$ cat src/rtl/range_image_builder.sv
// Range-image scatter stage: min-range z-buffer via read-modify-write on one BRAM port.
// Clears the image, accepts a frame, then holds it for the downstream drain.
module range_image_builder #(
  parameter int COLS    = 2048,
  parameter int ROWS    = 128,
  parameter int RANGE_W = 16,
  parameter int ADDR_W  = 19
) (
  input  logic               i_clk,
  input  logic               i_rst,
  input  logic               i_point_valid,
  output logic               o_point_ready,
  input  logic [15:0]        i_col,
  input  logic [7:0]         i_row,
  input  logic [RANGE_W-1:0] i_range,
  input  logic               i_frame_last,
  output logic [ADDR_W-1:0]  bram_addr,
  output logic               bram_we,
  output logic [RANGE_W-1:0] bram_wdata,
  input  logic [RANGE_W-1:0] bram_rdata,
  output logic               o_allpoints,
  input  logic               i_drain_done,
  output logic [31:0]        o_points_written,
  output logic [31:0]        o_points_dropped
);

  localparam int CB = $clog2(COLS);
  localparam int RB = $clog2(ROWS);
  localparam logic [31:0] COLS_U = 32'(COLS);
  localparam logic [31:0] ROWS_U = 32'(ROWS);
  localparam logic [ADDR_W-1:0] LAST = ADDR_W'(ROWS * COLS - 1);

  typedef enum logic [2:0] {
    S_CLEAR,
    S_ACCEPT,
    S_READ,
    S_CMP,
    S_WRITE,
    S_DONE
  } state_t;

  state_t             state, state_n;
  logic [RANGE_W-1:0] range_q, range_n;
  logic               last_q, last_n;
  logic [ADDR_W-1:0]  addr_n;
  logic               we_n;
  logic [RANGE_W-1:0] wdata_n;
  logic [31:0]        wr_n, dr_n;
  logic               bad, take;

  function automatic logic [31:0] sat_inc(input logic [31:0] v);
    return (v == '1) ? v : v + 32'd1;
  endfunction

  assign o_point_ready = (state == S_ACCEPT);
  assign o_allpoints   = (state == S_DONE);

  assign bad = (32'(i_col) >= COLS_U) ||
               (32'(i_row) >= ROWS_U) ||
               (i_range == '0);

  // Empty pixel (0) always loses; ties keep the stored return.
  assign take = (bram_rdata == '0) || (range_q < bram_rdata);

  always_comb begin
    state_n = state;
    addr_n  = bram_addr;
    we_n    = 1'b0;
    wdata_n = bram_wdata;
    range_n = range_q;
    last_n  = last_q;
    wr_n    = o_points_written;
    dr_n    = o_points_dropped;
    unique case (state)
      S_CLEAR: begin
        wdata_n = '0;
        if (bram_we && bram_addr == LAST) begin
          state_n = S_ACCEPT;
          wr_n    = '0;
          dr_n    = '0;
        end else begin
          we_n   = 1'b1;
          addr_n = bram_we ? bram_addr + ADDR_W'(1) : '0;
        end
      end
      S_ACCEPT: begin
        if (i_point_valid) begin
          range_n = i_range;
          last_n  = i_frame_last;
          if (bad) begin
            dr_n    = sat_inc(o_points_dropped);
            state_n = i_frame_last ? S_DONE : S_ACCEPT;
          end else begin
            addr_n  = ADDR_W'({i_row[RB-1:0], i_col[CB-1:0]});
            state_n = S_READ;
          end
        end
      end
      S_READ: begin
        state_n = S_CMP;
      end
      S_CMP: begin
        if (take) begin
          we_n    = 1'b1;
          wdata_n = range_q;
          wr_n    = sat_inc(o_points_written);
          state_n = S_WRITE;
        end else begin
          dr_n    = sat_inc(o_points_dropped);
          state_n = last_q ? S_DONE : S_ACCEPT;
        end
      end
      S_WRITE: begin
        state_n = last_q ? S_DONE : S_ACCEPT;
      end
      S_DONE: begin
        if (i_drain_done) begin
          state_n = S_CLEAR;
          we_n    = 1'b1;
          addr_n  = '0;
          wdata_n = '0;
        end
      end
      default: begin
        state_n = S_CLEAR;
      end
    endcase
  end

  always_ff @(posedge i_clk) begin
    if (i_rst) begin
      state            <= S_CLEAR;
      bram_addr        <= '0;
      bram_we          <= 1'b0;
      bram_wdata       <= '0;
      range_q          <= '0;
      last_q           <= 1'b0;
      o_points_written <= '0;
      o_points_dropped <= '0;
    end else begin
      state            <= state_n;
      bram_addr        <= addr_n;
      bram_we          <= we_n;
      bram_wdata       <= wdata_n;
      range_q          <= range_n;
      last_q           <= last_n;
      o_points_written <= wr_n;
      o_points_dropped <= dr_n;
    end
  end

endmodule

$ cat config.mk
export PLATFORM = sky130hd
export DESIGN_NAME = range_image_builder
export DESIGN_NICKNAME = d
export VERILOG_FILES = /design/src/rtl/range_image_builder.sv
export SDC_FILE = /design/constraint.sdc
export NUM_CORES = 1
export LEC_CHECK = 0
export ABC_AREA = 1
export CAP_MARGIN = 5
export CORE_UTILIZATION = 26
export DETAILED_ROUTE_END_ITERATION = 6
export PLACE_DENSITY = 0.47
export SLEW_MARGIN = 0
export SYNTH_ARGS = -nofsm -noshare
export SYNTH_HDL_FRONTEND = slang
export SYNTH_SLANG_ARGS = --single-unit
$ cat constraint.sdc
create_clock -name i_clk -period 3.26 [get_ports i_clk]
set_input_delay 0.652 -clock i_clk [delete_from_list [all_inputs] [get_ports i_clk]]
set_output_delay 0.652 -clock i_clk [all_outputs]
set_load 0.1 [all_outputs]
After elaboration in Yosys (flattened, before gate mapping)
Cells that the tools add are included.
{"block": "totals", "in_bits": 61, "word_cells": 78, "ff_bits": 120}
{"block": "op_classes", "magnitude_cmp": 3, "n_eq_ne": 17, "muxes": 30, "add_sub_neg": 3, "n_reduce_logical": 17}
{"op": "$mux W32", "count": 7}
{"op": "$pmux W32 S3", "count": 1}
{"op": "$mux W19", "count": 5}
{"op": "$add A32 B1 Y32 const B", "count": 2}
{"op": "$eq A32 B32 Y1 const B", "count": 2}
{"op": "$pmux W32 S2", "count": 1}
{"op": "$pmux W19 S3", "count": 1}
{"op": "$pmux W16 S3", "count": 1}
{"op": "$logic_not A16 Y1", "count": 2}
{"op": "$mux W16", "count": 2}
{"op": "$mux W3", "count": 7}
{"op": "$add A19 B1 Y19 const B", "count": 1}
{"op": "$eq A19 B18 Y1 const B", "count": 1}
{"op": "$pmux W3 S6", "count": 1}
{"op": "$ge A16 B12 Y1 const B", "count": 1}
{"op": "$lt A16 B16 Y1", "count": 1}
{"op": "$ne A2 B2 Y1 const B", "count": 7}
{"op": "$reduce_and A5 Y1", "count": 2}
{"op": "$reduce_bool A3 Y1", "count": 3}
{"op": "$ge A8 B8 Y1 const B", "count": 1}
{"op": "$eq A3 B2 Y1 const B", "count": 2}
{"op": "$eq A3 B3 Y1 const B", "count": 2}
{"op": "$reduce_and A3 Y1", "count": 2}
{"op": "$ne A2 B1 Y1 const B", "count": 2}
{"op": "9 further kinds", "count": 13}

Depth between registers and ports, before layout
Gate-level depths: netlist (run 1).
{"block": "depth", "word_depth": 6, "ltp_mapped": 17, "mapped_depth_nobuf": 16}

Least setup slack after synthesis (run 1)
No wires, ideal clock.
{"block": "synth_timing", "kind": "reg-to-reg", "from": "register bram_addr[0]", "to": "register o_points_dropped[24]", "arrival_time_ps": 2714, "slack_ps": 413, "path_stages_with_launch": 14, "period_less_slack_ps": 2847, "path_cell_list": "dfxtp_1 > ha_1 > nand3_2 > nor2_2 > nand3_1 > nor2_1 > nand3_1 > nand2_2 > nand2_4 > nor2_8 > nand2_4 > buf_4 > nand2_1 > a21oi_1"}
{"block": "synth_between", "elab_chain_cells": 4}
{"item": "from (decl)", "line": "17", "rtl": "output logic [ADDR_W-1:0] bram_addr,"}
{"item": "from (signal assigned)", "line": "142", "rtl": "bram_addr <= addr_n;"}
{"item": "$eq A19 B18 Y1", "line": "77", "rtl": "if (bram_we && bram_addr == LAST) begin"}
{"item": "$logic_and A1 B1 Y1", "line": "77"}
{"item": "$ne A2 B2 Y1 (no source line)"}
{"item": "$reduce_and A5 Y1 (no source line)"}
{"item": "to (signal assigned)", "line": "148", "rtl": "o_points_dropped <= dr_n;"}
{"item": "to (decl)", "line": "24", "rtl": "output logic [31:0] o_points_dropped"}
Every way passes these cells.
A chain may end at the register's enable or synchronous reset.

Final worst setup path (run 1)
{"block": "layout_timing", "from": "input bram_rdata[15]", "to": "register o_points_dropped[22]"}
{"block": "layout_between", "elab_chain_cells": 4, "word_cells_on_any_way": 5, "cone_classes": "order compare: 1; eq/ne: 1; reduce/logical: 3"}
{"item": "from (decl)", "line": "20", "rtl": "input logic [RANGE_W-1:0] bram_rdata,"}
{"item": "$lt A16 B16 Y1 / $logic_not A16 Y1 (equally long branches)", "line": "63", "rtl": "assign take = (bram_rdata == '0) || (range_q < bram_rdata);"}
{"item": "$logic_or A1 B1 Y1 *", "line": "63"}
{"item": "$ne A2 B2 Y1 (no source line) *"}
{"item": "$reduce_and A5 Y1 (no source line) *"}
Mark *: on every way between the ends. The rest lies on a longest branch, timed or not.

==> reports/qor.yml, run 1 <==
cts:
  cts.reportedPaths.clkPinSlew_ns: 0.05
  hold_bufs_inserted_after_cts: 0
  cts_tree: "built"
  cts_resized: 0
  skew_pair_late_insertion_delay_ns: 0.42
  cts_inserted_buffers: 17
  cts_max_level: 4
  cts.root.buffer_cell: "sky130_fd_sc_hd__clkbuf_16"
  post_cts.repair.setup_buffers: 0
  cts_buffer_depth: 2
  numClockSinks: 120
place:
  io_buffer_count: 162
  place.detailed.hpwl_um: 19500
  placedCellCount: 1721
  globalplace.congestion: 0.902
  dpl_cell_area_mm2: 0.00934
sta:
  rsz_0062_raised_after_global_routing: "no"
  finClkSkew_ns: 0.0171
  report.final.slew_viol_count: 0
  worst_pin_slew_ns: 0.750
  setup_violations: 0
  tcrit_tclk_final_pct: 78.8
  final.min_clock_period_ns: 2.57
  timing.setup.tns_ns: 0
  hold_violations: 0
  timing.hold.ws_ns: 0.462
  slew_headroom_pct: 50.0
  maxClockFrequency_mhz: 390
die:
  die_width_um: 172
  coreArea_mm2: 0.0281
  core.rowCount: 61
  die_outline_area_mm2: 0.0296
  start_util_pct: 26.7
  die_h_um: 172
  num_io_pins: 163
grt:
  pin_count_of_the_biggest_net_entering_global_routing: 67
  overflow: 0
  antenna_violations_before_repair: 1
  grt.total_usage_pct: 18.0
  grt_first_pass_wirelength_um: 41700
  first_global_vias: 7806
pwr:
  power.switching_fraction_pct: 22.6
  seq_power_share_pct: 39.2
  vdd.ir_drop.worst_mv: 0.299
  power.switching_mw: 0.847
  totalPowerFinal_mw: 3.76
  power_leakage_nw: 3.80
  fraction_of_power_consumed_by_the_clock_network_pct: 56.2
  share_comb_of_total_power_pct: 4.6
  p_per_area_mw_per_mm2: 376
  internal_power_mw: 2.91
worst_hold_path:
  hold_sp: "bram_wdata[2]"
  hold_path_class: "reg -> reg"
  worst_hold_path.endpoint: "bram_wdata[2]"
  worstHoldPathCells: 2
routing:
  detail_route.first_pass.iterations: 5
  antenna_violating_nets_post_route: 0
  detail_route.wirelength_um: 26000
  detail_route.iter0.violations: 425
  post_drt_wl_per_cell_um: 14.8
  routed_via_density: 4.68
  post-route-drc-count: 0
  vias: 8209
setup_path:
  timing.critical_path.arrival_ns: 2.90
  rrSetupSlack_ns: 0.70
  timing.rr.end: "o_points_written[1]"
  worstSetupStartpointType: "input pin"
  ff2ff_path_depth: 14
  worstSetupStartpoint: "bram_rdata[15]"
  timing_worst_setup_path_type: "in -> reg"
  cp.required_ns: 3.59
  worstPathMaxFanout: 29
  crit_path_end_kind: "flip-flop"
  worstReg2RegStart: "o_points_written[0]"
synth:
  post_synth_inst_count: 1204
  syn-cell-area_mm2: 0.00751
  synth-seq-cells: 120
  avgSynthCellArea_um2: 6.24
  yosys_most_used_dff: "sky130_fd_sc_hd__dfxtp_1"
  synth.net_count: 1283
  async_flop_share_pct: 0
  sequential_cell_area_fraction_in_the_yosys_report_pct: 32.0
  count_of_flip_flops_with_a_built_in_enable_after_synthesis: 0
  yosysWarningCount: 0
  synth_cell_types: 44
finish:
  finalNetCount: 1441
  final_layout_size_suffix_gt1_share_pct: 13.4
  multi_input_comb_area_mm2: 0.00449
  seq_area_mm2: 0.00240
  finish.instance_area_mm2: 0.0100
  flow.area_growth_from_synthesis_pct: 33.2
  layoutNonFillerInstCount: 1754
  final_layout_fill_cell_count: 3187
run:
  max_capacitance_violation_count: 0
run_status:
  status: "finished, final reports clean"
[registers in the layout, summed over array words and instances (netlist names)]
register,cells
bram_addr,19
bram_wdata,16
bram_we,1
last_q,1
o_points_dropped,32
o_points_written,32
range_q,16
state,3
[layout by cell type, fill, tap and decap left out, types with 2 or more instances in the layout]
master                            synthesis  routed
sky130_fd_sc_hd__nand2_1                293     293
sky130_fd_sc_hd__nor2_1                 224     224
sky130_fd_sc_hd__buf_4                    2     121
sky130_fd_sc_hd__dfxtp_1                120     120
sky130_fd_sc_hd__inv_1                   96      96
sky130_fd_sc_hd__a21oi_1                 96      96
sky130_fd_sc_hd__nand3_1                 93      93
sky130_fd_sc_hd__clkdlybuf4s50_1          0      59
sky130_fd_sc_hd__o21ai_0                 55      55
sky130_fd_sc_hd__nor3_1                  38      38
sky130_fd_sc_hd__xor2_1                  27      27
sky130_fd_sc_hd__nand4_1                 26      26
sky130_fd_sc_hd__ha_1                    18      18
sky130_fd_sc_hd__clkbuf_16                0      17
sky130_fd_sc_hd__xnor2_1                 12      12
sky130_fd_sc_hd__nor4_1                   6       6
sky130_fd_sc_hd__or2_2                    6       6
sky130_fd_sc_hd__inv_2                    5       5
sky130_fd_sc_hd__a22oi_1                  4       4
sky130_fd_sc_hd__bufinv_16                0       4
sky130_fd_sc_hd__inv_6                    0       4
sky130_fd_sc_hd__buf_12                   0       4
sky130_fd_sc_hd__nor2_2                   3       3
sky130_fd_sc_hd__nand2_2                  3       3
sky130_fd_sc_hd__o21ai_1                  3       3
sky130_fd_sc_hd__o211ai_1                 3       3
sky130_fd_sc_hd__clkbuf_8                 0       3
sky130_fd_sc_hd__clkinvlp_4               0       3
sky130_fd_sc_hd__nand3_2                  2       2
sky130_fd_sc_hd__nand2_4                  2       2
sky130_fd_sc_hd__nor2_8                   2       2
sky130_fd_sc_hd__a21o_1                   2       2
sky130_fd_sc_hd__clkinv_1                 2       2
sky130_fd_sc_hd__nand3b_1                 2       2
sky130_fd_sc_hd__a211oi_1                 2       2
sky130_fd_sc_hd__a32oi_1                  2       2
[synth_stat cells, types with 2 or more instances]
library cell / n / share of area (%)
sky130_fd_sc_hd__nor4_1: 6 / 0.50
sky130_fd_sc_hd__buf_4: 2 / 0.20
sky130_fd_sc_hd__o21ai_1: 3 / 0.20
sky130_fd_sc_hd__nand2_4: 2 / 0.30
sky130_fd_sc_hd__o21ai_0: 55 / 3.7
sky130_fd_sc_hd__inv_1: 96 / 4.8
sky130_fd_sc_hd__xnor2_1: 12 / 1.4
sky130_fd_sc_hd__a22oi_1: 4 / 0.40
sky130_fd_sc_hd__xor2_1: 27 / 3.1
sky130_fd_sc_hd__nand2_1: 293 / 15
sky130_fd_sc_hd__nor2_1: 224 / 11
sky130_fd_sc_hd__a21oi_1: 96 / 6.4
sky130_fd_sc_hd__clkinv_1: 2 / 0.10
sky130_fd_sc_hd__nand3_1: 93 / 6.2
sky130_fd_sc_hd__nor3_1: 38 / 2.5
sky130_fd_sc_hd__a32oi_1: 2 / 0.23
sky130_fd_sc_hd__a211oi_1: 2 / 0.20
sky130_fd_sc_hd__nand2_2: 3 / 0.25
sky130_fd_sc_hd__clkbuf_1: 24 / 1.2
sky130_fd_sc_hd__nor2_2: 3 / 0.25
sky130_fd_sc_hd__a21o_1: 2 / 0.20
sky130_fd_sc_hd__dfxtp_1: 120 / 32
sky130_fd_sc_hd__nand3_2: 2 / 0.27
sky130_fd_sc_hd__nand4_1: 26 / 2.2
sky130_fd_sc_hd__o211ai_1: 3 / 0.30
sky130_fd_sc_hd__inv_2: 5 / 0.25
sky130_fd_sc_hd__ha_1: 18 / 3.0
sky130_fd_sc_hd__nand3b_1: 2 / 0.20
sky130_fd_sc_hd__buf_6: 3 / 0.45
sky130_fd_sc_hd__buf_2: 16 / 1.1
sky130_fd_sc_hd__nor2_8: 2 / 0.53
sky130_fd_sc_hd__or2_2: 6 / 0.50
[routing by layer]
metal  share of wire, %  GRT usage, %  vias to the layer above
met4               0.95          4.81                        0
met5                  0             0                        -
met3                3.6          2.52                       18
li1                   -             -                     4255
met2                 47          30.5                      179
met1                 48          23.8                     3757
[final cells by class]
type	count	area share, %
clock buffers	20	4.67
multi-input cells	934	44.9
inverters	104	3.93
diodes	1	0.0250
clock inverters	12	1.86
well taps	378	4.73
flip-flops and latches	120	24.0
repair buffers	185	15.8
[critical path, stage by stage]
cell and delay, ns:
sky130_fd_sc_hd__clkdlybuf4s50_1 0.49, sky130_fd_sc_hd__inv_1 0.05, sky130_fd_sc_hd__ha_1 0.31, sky130_fd_sc_hd__nand4_1 0.15, sky130_fd_sc_hd__a21oi_1 0.14, sky130_fd_sc_hd__nor2_1 0.05
sky130_fd_sc_hd__nand2_1 0.15, sky130_fd_sc_hd__nand2_1 0.11, sky130_fd_sc_hd__nand2_1 0.14, sky130_fd_sc_hd__buf_4 0.36, sky130_fd_sc_hd__nand3_1 0.13, sky130_fd_sc_hd__a21oi_1 0.15
[worst max path at each step]
| stage | endpoint | slack, ns | cells after the start |
|---|---|---|---|
| after CTS | o_point_ready | 0.66 | 6 |
| after global routing | o_points_written[1] | 0.31 | 14 |
| final | o_points_dropped[22] | 0.69 | 12 |
| after floorplan | o_points_dropped[24] | 0.41 | 13 |
| after detailed placement | state[2] | 0.25 | 13 |
| after global placement | state[2] | 0.26 | 13 |
[metrics by stage]
stage,setup WS (ns),util [%]
after floorplan,0.413,-
after global placement,0.263,33.3
after detailed placement,0.253,33.3
after CTS,0.664,35.6
after global routing,0.312,35.6
final,0.693,35.6
[cells by family (layout without fill, tap and decap cells)]
group / count (synthesis) / in the layout / share of synthesized area [%]
adder cells (fa/ha/maj): 18 / 18 / 3.00
AND/OR/NAND/NOR: 702 / 702 / 39.8
buffers and inverters: 150 / 321 / 8.20
flip-flops: 120 / 120 / 32.0
other: 0 / 1 / 0
AO/OA/AOI/OAI: 175 / 175 / 12.5
XOR/XNOR: 39 / 39 / 4.55
[power by group through the flow]
stage / Sequential, mW / Combinational [mW] / Clock [mW]
after global routing: 1.47 / 0.192 / 2.23
final: 1.47 / 0.174 / 2.11
after floorplan: 1.52 / 0.0532 / 0
after CTS: 1.47 / 0.178 / 2.17
after detailed placement: 1.50 / 0.177 / 0
after global placement: 1.50 / 0.176 / 0
(Power assumes the default switching activity.)
==> inputs of run 2 (changes only) <==
PLACE_DENSITY = 0.48   (was 0.47)
clock period = 2.1 ns   (was 3.26 ns; I/O delays follow)
==> run 2 against run 1 <==
Compared with the run above: sequential share of layout area shrank 1.4 points; combinational power grew 76%; power grew 54%; highest routed layer unchanged; largest power group unchanged; utilization grew 4.3 points; global-route usage grew 0.67 points; design area grew 12%; non-clock buffer count grew 72; critical path depth grew 2; sequential power grew 54%; worst setup slack lost 0.61 ns.
==> reports/qor.yml, run 2 (synthesized netlist as in run 1, its figures left out) <==
grt:
  first_global_vias: 8341  # +6.9%
  pin_count_of_the_biggest_net_entering_global_routing: 67  # unchanged
  overflow: 0  # unchanged
  grt_first_pass_wirelength_um: 43400  # +4.1%
  grt.total_usage_pct: 18.7  # +0.67 points
  antenna_violations_before_repair: 0  # -1
die:
  core.rowCount: 61  # unchanged
  die_width_um: 172  # unchanged
  num_io_pins: 163  # unchanged
  start_util_pct: 26.7  # unchanged
  coreArea_mm2: 0.0281  # unchanged
  die_h_um: 172  # unchanged
  die_outline_area_mm2: 0.0296  # unchanged
cts:
  cts_max_level: 4  # unchanged
  cts.reportedPaths.clkPinSlew_ns: 0.06  # about the same
  cts_inserted_buffers: 17  # unchanged
  numClockSinks: 120  # unchanged
  cts.root.buffer_cell: "sky130_fd_sc_hd__clkbuf_16"
  skew_pair_late_insertion_delay_ns: 0.42  # about the same
  cts_tree: "built"
  hold_bufs_inserted_after_cts: 0  # unchanged
  cts_buffer_depth: 2  # unchanged
sta:
  timing.setup.tns_ns: 0  # unchanged
  rsz_0062_raised_after_global_routing: "yes"
  hold_violations: 0  # unchanged
  maxClockFrequency_mhz: 496
  setup_violations: 0  # unchanged
  slew_headroom_pct: 70.7  # +21 points
  report.final.slew_viol_count: 0  # unchanged
  worst_pin_slew_ns: 0.436  # -0.314 ns
  final.min_clock_period_ns: 2.02
  tcrit_tclk_final_pct: 96.0
  setup_slack_ns: 0.0835  # -0.609 ns
  finClkSkew_ns: 0.0122  # -0.00485 ns
setup_path:
  crit_chain: "ha_2 > nand2_1 > nor2_4 > nand2_1 > nor2_2 > nand2_1 > nand2_1 > nand2_1 > nand2_1 > clkinv_4 > nand2_8 > clkbuf_16 > nand2_1 > a21oi_2"
  worstPathMaxFanout: 8  # -72%
  rrSetupSlack_ns: 0.08  # -0.62 ns
  timing.critical_path.buf_inv: 2  # -1
  timing_worst_setup_path_type: "reg -> reg"
  worstSetupStartpointType: "flip-flop"
  cpLargestDelayFamily: "simple AND/OR/NAND/NOR gates"
  crit_path_end_kind: "flip-flop"
  slowest_stage: "sky130_fd_sc_hd__dfxtp_4"
  cell_type_with_the_highest_occurrence_count_on_the_critical_path: "sky130_fd_sc_hd__nand2_1"
  worstReg2RegStart: "o_points_written[0]"
  timing.critical_path.arrival_ns: 2.36  # -0.54 ns
  timing.rr.end: "o_points_written[0]"
  worst_path_largest_cell_delay_ns: 0.34  # -0.15 ns
  ff2ff_path_depth: 14  # unchanged
  cp.required_ns: 2.45  # -1.14 ns
routing:
  vias: 8541  # +4.0%
  antenna_violating_nets_post_route: 0  # unchanged
  detail_route.first_pass.iterations: 5  # unchanged
  routed_via_density: 4.68  # about the same
  post_drt_wl_per_cell_um: 15.2  # +2.1%
  post-route-drc-count: 0  # unchanged
  detail_route.iter0.violations: 516  # +21%
  detail_route.wirelength_um: 27700  # +6.2%
finish:
  final_core_utilization_pct: 39.9  # +4.3 points
  seq_area_mm2: 0.00254  # +5.6%
  flow.area_growth_from_synthesis_pct: 49.3
  final_layout_size_suffix_gt1_share_pct: 27.6  # +14 points
  most-common-layout-cells: "283 x sky130_fd_sc_hd__nand2_1, 218 x sky130_fd_sc_hd__nor2_1, 174 x sky130_fd_sc_hd__buf_4"
  final_layout_fill_cell_count: 3061  # -4.0%
  multi_input_comb_area_mm2: 0.00481  # +7.2%
  largestRegisters: "o_points_dropped x32, o_points_written x32, bram_addr x19"
  antenna_diode_count: 0  # -1
  finalNetCount: 1513  # +5.0%
  layout.cells.most_common: "sky130_fd_sc_hd__nand2_1"
place:
  globalplace.congestion: 0.894  # -0.90%
  io_buffer_count: 162  # unchanged
  place.detailed.hpwl_um: 20000  # +2.8%
  place_worst_setup_slack_ns: -0.585  # -0.838 ns
pwr:
  power.switching_fraction_pct: 22.8  # +0.21 points
  fraction_of_power_consumed_by_the_clock_network_pct: 55.6  # -0.6 points
  power.switching_mw: 1.32  # +56%
  seq_power_share_pct: 39.1  # about the same
  internal_power_mw: 4.48  # +54%
  totalPowerFinal_mw: 5.80  # +54%
  power_leakage_nw: 4.36  # +15%
  p_per_area_mw_per_mm2: 517  # +38%
  share_comb_of_total_power_pct: 5.3  # +0.7 points
  vdd.ir_drop.worst_mv: 0.403  # +35%
worst_hold_path:
  hold_path_class: "reg -> reg"
  hold_sp: "bram_wdata[9]"
  worst_hold_path.endpoint: "bram_wdata[9]"
  worstHoldPathCells: 2  # unchanged
run:
  max_capacitance_violation_count: 0  # unchanged
run_status:
  status: "finished, final reports clean"
[run 2: cell types whose count changed in the layout (fill, tap and decap cells not counted), moves of 10 or more]
cell / before / now
sky130_fd_sc_hd__dfxtp_4: 0 / 10
sky130_fd_sc_hd__nand2_1: 293 / 283
sky130_fd_sc_hd__a21oi_1: 96 / 74
sky130_fd_sc_hd__o21ai_0: 55 / 45
sky130_fd_sc_hd__buf_4: 121 / 174
sky130_fd_sc_hd__a21oi_2: 1 / 22
sky130_fd_sc_hd__dfxtp_1: 120 / 32
sky130_fd_sc_hd__clkdlybuf4s50_1: 59 / 44
sky130_fd_sc_hd__dlygate4sd2_1: 0 / 10
sky130_fd_sc_hd__o21ai_1: 3 / 13
sky130_fd_sc_hd__dfxtp_2: 0 / 78
[run 2: final cells by class]
cell class	count	area share [%]
repair buffers	257	20.9
well taps	378	4.22
inverters	104	3.55
flip-flops and latches	120	22.6
clock inverters	8	0.927
multi-input cells	934	42.9
clock buffers	24	4.87
[run 2: power by group through the flow]
stage          registers [mW]  logic [mW]  clock network (mW)
2_1_floorplan            2.35      0.0838                   0
3_3_place_gp             2.32       0.299                   0
3_5_place_dp             2.32       0.299                   0
4_1_cts                  2.27       0.300                3.30
5_1_grt                  2.27       0.336                3.40
6_report                 2.27       0.307                3.22
[run 2: worst max path at each step]
stage | start | end | slack, ns | depth (start not counted)
after global routing | o_points_written[0] | o_points_written[11] | -0.04 | 14
after CTS | bram_addr[1] | bram_addr[14] | 0.004 | 12
final | o_points_written[0] | o_points_written[0] | 0.08 | 14
after detailed placement | bram_rdata[5] | o_points_dropped[13] | -0.59 | 16
after floorplan | bram_addr[0] | o_points_dropped[9] | -0.03 | 14
after global placement | bram_rdata[5] | o_points_dropped[13] | -0.57 | 16
[run 2: through the flow]
| stage | hold slack [ns] | cell area [µm²] | cells |
|---|---|---|---|
| 6_report | 0.465 | 11200 | 1825 |
| 5_1_grt | 0.489 | 11200 | 1825 |
| 4_1_cts | 0.464 | 10900 | 1818 |
| 3_5_place_dp | 0.454 | 10000 | 1781 |
| 3_3_place_gp | 0.452 | 10000 | 1781 |
| 2_1_floorplan | 0.448 | 7680 | 1204 |
[run 2: metal layers]
metal,up-vias,global-route usage (%),part of all wire (%)
met4,0,5.35,1.6
li1,4391,-,-
met5,-,0,0
met2,206,32.2,48
met3,30,2.54,3.9
met1,3914,24.1,46
[run 2: what timing repair did]
action,CTS,global route
pin swaps,15,31
gates resized for setup,35,60
gates cloned,1,5
setup buffers,4,4
endpoints found under the setup margin,81,104
[run 2: tightest hold or removal path, delay by kind of cell, from the launching register on]
family / cells / cell delay, ns
DFF: 1 / 0.31
and+or+nand+nor: 1 / 0.06
AOI/OAI and AO/OA: 1 / 0.05
==> inputs of run 3 (changes only) <==
SKIP_LAST_GASP = 1   (was not set)
==> run 3 against run 2 <==
Compared with the run above: sequential power is essentially flat; largest power group unchanged; power barely moved; non-clock buffer count unchanged; highest routed layer unchanged; critical path type unchanged; flip-flop and latch count is the same; critical endpoint unchanged; worst hold slack did not move.
==> reports/qor.yml, run 3 (synthesized netlist as in run 1, its figures left out) <==
finish:
  antenna_diode_count: 0  # unchanged
  largestRegisters: "o_points_dropped x32, o_points_written x32, bram_addr x19"
  final_layout_fill_cell_count: 3062  # +0.033%
  most-common-layout-cells: "283 x sky130_fd_sc_hd__nand2_1, 218 x sky130_fd_sc_hd__nor2_1, 174 x sky130_fd_sc_hd__buf_4"
  finish.instance_area_mm2: 0.0112  # about the same
  finalNetCount: 1513  # unchanged
  final_layout_size_suffix_gt1_share_pct: 27.5  # -0.069 points
  layout.cells.most_common: "sky130_fd_sc_hd__nand2_1"
  flow.area_growth_from_synthesis_pct: 49.2  # about the same
  final_core_utilization_pct: 39.9  # about the same
  layoutNonFillerInstCount: 1825  # unchanged
sta:
  report.final.slew_viol_count: 0  # unchanged
  setup_slack_ns: 0.0835  # +0.00000710 ns
  rsz_0062_raised_after_global_routing: "yes"
  finClkSkew_ns: 0.0122  # -0.000000200 ns
  maxClockFrequency_mhz: 496  # about the same
  final.min_clock_period_ns: 2.02  # -0.00000710 ns
  setup_violations: 0  # unchanged
  worst_pin_slew_ns: 0.434  # -0.00144 ns
  timing.setup.tns_ns: 0  # unchanged
  tcrit_tclk_final_pct: 96.0  # about the same
  slew_headroom_pct: 70.8  # +0.097 points
  timing.hold.ws_ns: 0.465  # unchanged
  hold_violations: 0  # unchanged
grt:
  pin_count_of_the_biggest_net_entering_global_routing: 67  # unchanged
  grt_first_pass_wirelength_um: 43400  # unchanged
  antenna_violations_before_repair: 0  # unchanged
  grt.total_usage_pct: 18.7  # unchanged
  first_global_vias: 8341  # unchanged
  overflow: 0  # unchanged
place:
  place.detailed.hpwl_um: 20000  # unchanged
  place_worst_setup_slack_ns: -0.585  # unchanged
  globalplace.congestion: 0.894  # unchanged
  placedCellCount: 1781  # unchanged
  io_buffer_count: 162  # unchanged
  dpl_cell_area_mm2: 0.0100  # unchanged
setup_path:
  rrSetupSlack_ns: 0.08  # about the same
  worstSetupStartpointType: "flip-flop"
  critical_path_depth: 14  # unchanged
  cp.required_ns: 2.45  # about the same
  timing.critical_path.buf_inv: 2  # unchanged
  worstReg2RegStart: "o_points_written[0]"
  worstPathMaxFanout: 8  # unchanged
  timing.critical_path.arrival_ns: 2.36  # about the same
  worst_path_largest_cell_delay_ns: 0.34  # about the same
  crit_path_end_kind: "flip-flop"
  cpLargestDelayFamily: "simple AND/OR/NAND/NOR gates"
  crit_chain: "ha_2 > nand2_1 > nor2_4 > nand2_1 > nor2_2 > nand2_1 > nand2_1 > nand2_1 > nand2_1 > clkinv_4 > nand2_8 > clkbuf_16 > nand2_1 > a21oi_2"
  timing.rr.end: "o_points_written[0]"
  ff2ff_path_depth: 14  # unchanged
  slowest_stage: "sky130_fd_sc_hd__dfxtp_4"
  cell_type_with_the_highest_occurrence_count_on_the_critical_path: "sky130_fd_sc_hd__nand2_1"
  timing_worst_setup_path_type: "reg -> reg"
die:
  num_io_pins: 163  # unchanged
  die_h_um: 172  # unchanged
  die_outline_area_mm2: 0.0296  # unchanged
  start_util_pct: 26.7  # unchanged
  coreArea_mm2: 0.0281  # unchanged
  die_width_um: 172  # unchanged
  core.rowCount: 61  # unchanged
routing:
  detail_route.iter0.violations: 516  # unchanged
  post-route-drc-count: 0  # unchanged
  routed_via_density: 4.68  # about the same
  detail_route.first_pass.iterations: 5  # unchanged
  detail_route.wirelength_um: 27700  # about the same
  post_drt_wl_per_cell_um: 15.2  # about the same
  antenna_violating_nets_post_route: 0  # unchanged
  vias: 8540  # -0.012%
cts:
  numClockSinks: 120  # unchanged
  cts.reportedPaths.clkPinSlew_ns: 0.06  # about the same
  cts.root.buffer_cell: "sky130_fd_sc_hd__clkbuf_16"
  cts_inserted_buffers: 17  # unchanged
  skew_pair_late_insertion_delay_ns: 0.42  # about the same
  hold_bufs_inserted_after_cts: 0  # unchanged
  cts_buffer_depth: 2  # unchanged
  cts_max_level: 4  # unchanged
  cts_tree: "built"
pwr:
  p_per_area_mw_per_mm2: 518  # about the same
  power_leakage_nw: 4.36  # about the same
  vdd.ir_drop.worst_mv: 0.403  # about the same
  totalPowerFinal_mw: 5.80  # about the same
worst_hold_path:
  hold_path_class: "reg -> reg"
  worstHoldPathCells: 2  # unchanged
  worst_hold_path.endpoint: "bram_wdata[9]"
  hold_sp: "bram_wdata[9]"
run_status:
  status: "finished, final reports clean"
run:
  max_capacitance_violation_count: 0  # unchanged
[run 3: cell counts in the layout (fill, tap and decap cells not counted)]
No cell type changed its count.
[run 3: power by group]
group / leakage [nW] / total, mW / switching (mW) / internal (mW)
Clock: 0.318 / 3.22 / 1.16 / 2.06
Combinational: 3.02 / 0.307 / 0.155 / 0.151
Sequential: 1.02 / 2.27 / 0.00276 / 2.27
[run 3: layout make-up]
class                      instances  area (µm²)  area share, %
clock inverter                     8         104          0.927
tap                              378         473           4.22
multi-input combinational        934        4810           42.9
clock buffer                      24         546           4.87
timing repair buffer             257        2340           20.9
sequential                       120        2540           22.6
inverter                         104         398           3.55
[run 3: worst max-delay path by stage]
stage / from / to / slack (ns)
2_1_floorplan: bram_addr[0] / o_points_dropped[9] / -0.03
3_3_place_gp: bram_rdata[5] / o_points_dropped[13] / -0.57
3_5_place_dp: bram_rdata[5] / o_points_dropped[13] / -0.59
4_1_cts: bram_addr[1] / bram_addr[14] / 0.004
5_1_grt: o_points_written[0] / o_points_written[11] / -0.04
6_report: o_points_written[0] / o_points_written[0] / 0.08
[run 3: repair_timing]
action                                  CTS  global route
gates cloned                              1             5
endpoints found under the setup margin   81           104
endpoints found under the hold margin     0             0
setup buffers                             4             4
resized for setup                        35            59
pin swaps                                15            31
[run 3: tightest hold or removal path, stage by stage, from the launching register on]
cell and delay [ns]:
sky130_fd_sc_hd__dfxtp_1 0.31, sky130_fd_sc_hd__nand2_1 0.06, sky130_fd_sc_hd__a21oi_1 0.05
[run 3: layer usage]
layer	vias to the layer above	GRT usage (%)	wire length (µm)
met5	-	0	0
met4	0	5.35	448
met3	30	2.54	1070
met2	204	32.2	13400
met1	3914	24.1	12800
li1	4392	-	-
